$ cat config.mk
export PLATFORM = sky130hd
export DESIGN_NAME = hop_lfsr16
export DESIGN_NICKNAME = d
export VERILOG_FILES = /design/src/rtl/hop_lane_driver_chk_pkg.sv /design/src/rtl/hop_lane_driver_chk_lfsr.sv
export SDC_FILE = /design/constraint.sdc
export NUM_CORES = 1
export LEC_CHECK = 0
export ABC_AREA = 0
export CORE_MARGIN = 4
export CORE_UTILIZATION = 25
export DETAILED_ROUTE_END_ITERATION = 6
export GPL_ROUTABILITY_DRIVEN = 1
export GPL_TIMING_DRIVEN = 0
export SLEW_MARGIN = 30
export SYNTH_ARGS = -nofsm -noshare
export SYNTH_HDL_FRONTEND = slang
export SYNTH_SLANG_ARGS = --single-unit
$ cat constraint.sdc
create_clock -name i_clk -period 1 [get_ports i_clk]
set_input_delay 0.1 -clock i_clk [delete_from_list [all_inputs] [get_ports i_clk]]
set_output_delay 0.1 -clock i_clk [all_outputs]
set_load 0.01 [all_outputs]
$ cat src/rtl/hop_lane_driver_chk_pkg.sv
// Shared types and LFSR constants for the hop-lane stimulus driver/checker.
package hop_chk_pkg;

  typedef enum logic [1:0] {
    IDLE  = 2'd0,
    RUN   = 2'd1,
    DRAIN = 2'd2,
    DONE  = 2'd3
  } state_t;

  localparam logic [15:0] LFSR_SEED = 16'hACE1;
  localparam logic [15:0] LFSR_TAPS = 16'hB400;

  // Fibonacci step for x^16+x^14+x^13+x^11+1: shift left, XOR of taps enters at bit 0.
  function automatic logic [15:0] lfsr_step(input logic [15:0] s);
    return {s[14:0], ^(s & LFSR_TAPS)};
  endfunction

endpackage

$ cat src/rtl/hop_lane_driver_chk_lfsr.sv
// 16-bit pattern LFSR with synchronous reload to the seed and an advance enable.
module hop_lfsr16
  import hop_chk_pkg::*;
(
  input  logic        i_clk,
  input  logic        i_rst,
  input  logic        i_load,
  input  logic        i_advance,
  output logic [15:0] o_state,
  output logic [15:0] o_next
);

  logic [15:0] r_state;

  assign o_next  = lfsr_step(r_state);
  assign o_state = r_state;

  // Load has priority so a restart always begins from the seed.
  always_ff @(posedge i_clk or posedge i_rst) begin
    if (i_rst) begin
      r_state <= LFSR_SEED;
    end else if (i_load) begin
      r_state <= LFSR_SEED;
    end else if (i_advance) begin
      r_state <= o_next;
    end else begin
      r_state <= r_state;
    end
  end

endmodule

After elaboration in Yosys (flattened, before gate mapping). Index checks and enable logic that the tools add are counted.

Bits in registers: 16. Bits in latches: 0. Bits in writable memories: 0. ROM bits: 0. Bits of input ports: 4. Output and inout port bits: 32. Memories kept: 0.

$add $sub $neg: 0. Multiply operators: 0. Div/mod/pow operators: 0. Magnitude comparators: 0. Eq/ne operators: 0. Shift-type cells: 0. Mux-type cells: 2. Bitwise gates (word level): 0. Reductions and logical operators: 2.

Operators by type and width (count): two-way mux 16 bit (2); XOR reduction 16 bit (1); nonzero test 2 bit (1).

Logic depth before layout (Yosys ltp).
Word-level depth: 3. Gate-level depth with buffers: 4.

Worst setup path after synthesis. No wires, ideal clock.

Path kind: flip-flop to flip-flop. From: register r_state[15], in the netlist o_state[15]. To: register r_state[0], in the netlist o_state[0]. Arrival time: 1114 ps. Slack: -195 ps. Cell stages (with the launch flop): 4. Cells stage by stage: dfstp_2 -> xor2_1 -> xnor2_1 -> o31a_1.

Longest elaborated chain between the ends: 3.

RTL lines: from (decl) (RTL line hop_lane_driver_chk_lfsr.sv:13) `logic [15:0] r_state;`; from (signal assigned) (RTL line hop_lane_driver_chk_lfsr.sv:25) `r_state <= o_next;`; from (signal assigned) (RTL line hop_lane_driver_chk_lfsr.sv:27) `r_state <= r_state;`; XOR reduction 16 bit (RTL line hop_lane_driver_chk_pkg.sv:16) `return {s[14:0], ^(s & LFSR_TAPS)};`; via o_next[0] (RTL line hop_lane_driver_chk_lfsr.sv:10) `output logic [15:0] o_next`; two-way mux 16 bit (RTL line hop_lane_driver_chk_lfsr.sv:24) `end else if (i_advance) begin`; two-way mux 16 bit (RTL line hop_lane_driver_chk_lfsr.sv:22) `end else if (i_load) begin`.

The timed path passes the listed nets, and every way through them passes these cells. The select of a mux whose other input is x is not followed. A chain may end at the register's enable or synchronous reset.

Worst setup path after layout.
From: register r_state[10], in the netlist o_state[10]. To: output port o_next[0].

Longest elaborated chain between the ends: 1.

RTL lines (RTL line): XOR reduction 16 bit (hop_lane_driver_chk_pkg.sv:16); to (decl) (hop_lane_driver_chk_lfsr.sv:10).

Every way passes these cells.

==> results.py <==
metrics = {
    "critical_path": {
        "worst_path_dominant_cell_family": "flip-flops",
        "cp.arrival_ps": 1320,
        "buffers_inverters_on_critical_path": 2,
        "cpPeakStageDelay_ps": 550,
        "timing.critical_path.slowest_stage_cell": "dfstp_2",
        "required_ps": 900,
        "cp.depth": 4,
        "timing.rr.end": "o_state[0]",
        "worst_setup_path_end_kind": "primary output",
        "crit_fanout": 2,
        "path_cells": "buf_6, xnor2_4, xnor2_2, buf_2",
        "register_to_register_setup_slack_ps": -280,
        "worstReg2RegStart": "o_state[10]",
        "startpoint_type": "flip-flop",
        "timing.setup.critical_path_class": "reg2out",
        "worst_r2r_path_depth": 5,
    },
    "logic_synthesis": {
        "mappedNetlistArea_um2": 813,
        "ys_top_cells_by_area": "dfstp_2 26%, dfrtp_1 25%, buf_4 14%",
        "synth_enable_flop_cells": 0,
        "synth_largest_area_cell": "dfstp_2",
        "synth.most_common_cell": "buf_4",
        "syn-instance-count": 72,
        "share_of_synthesized_area_occupied_by_flip_flops_and_latches": 0.505,
        "avgSynthCellArea_um2": 11.3,
        "ys.warnings.count": 0,
        "post_synth_most_frequent_cells": "15 x buf_4, 8 x dfrtp_1, 8 x dfstp_2, 8 x mux2i_1, 8 x nor2_1",
        "postSynth.topFlopCell": "dfstp_2",
        "synth_fp_nets": 76,
        "synth.ff_latch_count": 16,
        "synthDominantCellAreaShare": 0.258,
        "proportion_of_register_bits_with_asynchronous_set_or_reset_after_synthesis": 1.00,
        "synth_cell_type_count": 19,
    },
    "sta": {
        "post-route-period-util": 1.42,
        "setup_viol_count_final": 36,
        "period_minus_slack_ps": 1420,
        "tightest_slew_ps": 606,
        "maxSlewViolCount": 0,
        "slew-limit-headroom": 0.595,
        "final_hold_viol_count": 0,
        "finalWorstSetupSlack_ps": -422,
        "fin_clk_skew_ps": 0.646,
        "rsz0062_at_grt": "yes",
        "max_freq_mhz": 703,
    },
    "global_route": {
        "grt_pass1_vias": 757,
        "grt_first_pass_wirelength_um": 3710,
        "globalRoute.totalOverflow": 0,
        "gr-max-usage-layer": "met2",
        "pin_count_of_the_biggest_net_entering_global_routing": 17,
        "grt_use_met1": 0.125,
        "global_route.usage.total": 0.114,
        "global_route.usage.met3": 0.0208,
        "gr-usage-met2": 0.209,
        "grt_antenna_before_repair": 0,
    },
    "die": {
        "core.rowCount": 20,
        "design.core.area_um2": 3080,
        "fp.dieArea_um2": 4230,
        "pin_count": 36,
        "die_span_in_x_um": 65.0,
        "initial_utilization": 0.264,
        "die_h_um": 65.0,
    },
    "min_path": {
        "hp-start": "i_load",
        "min_to": "o_state[7]",
        "hold_class": "in2reg",
        "min_path_cells": 2,
    },
    "final_layout": {
        "postLayoutCoreUtil": 0.537,
        "fin_nets": 147,
        "max_ffs_per_register": 16,
        "stdcell_count": 186,
        "diodes": 0,
        "layout.cell_area.non_filler_um2": 1650,
        "fraction_of_layout_cells_with_a_size_suffix_above_1": 0.746,
        "areaGrowthSynthToFinish_pct": 103,
    },
    "routing": {
        "wire_per_inst_um": 12.5,
        "wl_um": 2330,
        "drt-vias-per-instance": 4.05,
        "dr.first_iter.drc_count": 13,
        "final_antenna_net_count": 0,
        "detailroute.via_count": 754,
        "remaining_drc_errors": 0,
        "detailedRoute.firstPassIterationCount": 3,
    },
    "place": {
        "port_buffers": 33,
        "placed_cell_area_um2": 1220,
        "pre_cts_ws_ps": -540,
        "routabilityCongestion": 0.647,
        "dpl.cell_count": 149,
        "post-dp-hpwl_um": 1400,
    },
    "outcome": {
        "violations": "negative setup slack",
        "outcome": "finished with violations",
    },
    "clock_tree": {
        "insertion_delay_ps": 280,
        "cts.htree.levels": 1,
        "root_buffer": "clkbuf_4",
        "tritoncts": "yes",
        "worst_setup_hold_path_clk_slew_ps": 90,
        "clk_path_buf_depth": 2,
        "number_of_cts_inserted_buffers": 3,
        "cts_num_sinks": 16,
    },
    "power": {
        "power.ir.vdd_worst_v": 0.000471,
        "power_per_cell_area_nw_per_um2": 1150,
        "power.total_uw": 1900,
        "power.leakage_uw": 0.000843,
    },
    "job": {
        "drv.max_cap_violation_count": 0,
    },
}
## timing repair
item,in CTS,in global routing
gates resized for setup,183,11
hold buffers,0,0
setup buffers,26,8
pin swaps,6,2
setup endpoints to repair,33,38
## through the flow
step / setup TNS (ps) / hold WS (ps)
final: -4560 / 155
after global routing: -6190 / 150
after CTS: -4390 / 136
after detailed placement: -5480 / 435
after global placement: -5260 / 429
after floorplan: -163 / 8.01
## per-layer routing
metal  part of all wire  vias to the layer above
li1                   -                      363
met1               0.38                      372
met2               0.57                       17
met3              0.038                        2
met4              0.012                        0
met5                  0                        -
## layout by cell type, fill, tap and decap left out
| master | Yosys | layout |
|---|---|---|
| a211o_1 | 6 | 6 |
| a211o_2 | 1 | 1 |
| and2_1 | 6 | 2 |
| and2_4 | 0 | 4 |
| buf_1 | 1 | 1 |
| buf_2 | 1 | 9 |
| buf_4 | 15 | 14 |
| buf_6 | 1 | 58 |
| clkbuf_2 | 1 | 1 |
| clkbuf_4 | 0 | 3 |
| clkbuf_8 | 0 | 1 |
| clkdlybuf4s15_2 | 0 | 1 |
| clkdlybuf4s50_1 | 0 | 1 |
| dfrtp_1 | 8 | 7 |
| dfrtp_2 | 0 | 1 |
| dfstp_2 | 8 | 8 |
| inv_1 | 1 | 1 |
| inv_2 | 1 | 1 |
| mux2i_1 | 8 | 8 |
| nor2_1 | 8 | 8 |
| nor2b_4 | 0 | 1 |
| o31a_1 | 1 | 1 |
| or3_1 | 1 | 1 |
| xnor2_2 | 0 | 1 |
| xnor2_4 | 0 | 1 |
| xor2_2 | 0 | 1 |
## worst max-delay path by stage
stage            endpoint  slack (ps)         from
3_3_place_gp    o_next[0]        -530  o_state[10]
2_1_floorplan  o_state[0]        -160  o_state[15]
5_1_grt         o_next[0]        -490  o_state[10]
6_report        o_next[0]        -420  o_state[10]
3_5_place_dp    o_next[0]        -540  o_state[10]
4_1_cts         o_next[0]        -440  o_state[10]
## cell families (layout without fill, tap and decap cells)
| logic type | Yosys count | after routing | synth area share |
|---|---|---|---|
| buf+inv | 21 | 91 | 0.178 |
| mux | 8 | 8 | 0.0985 |
| compound gates | 8 | 8 | 0.0877 |
| simple gates | 16 | 16 | 0.0985 |
| flops | 16 | 16 | 0.505 |
| xor+xnor | 3 | 3 | 0.0323 |
## area by class of cell
cell class | instances | area [um^2]
multi-input combinational | 35 | 309
clock buffer | 4 | 36.3
tap | 44 | 55.1
buffer | 18 | 179
fill | 276 | 1430
sequential | 16 | 412
timing repair buffer | 67 | 654
inverter | 2 | 7.51
## power breakdown
part	switching [uW]	internal (uW)
registers	48.6	714
logic	257	464
clock network	199	221
No activity file was read; power rests on OpenSTA's default activity.
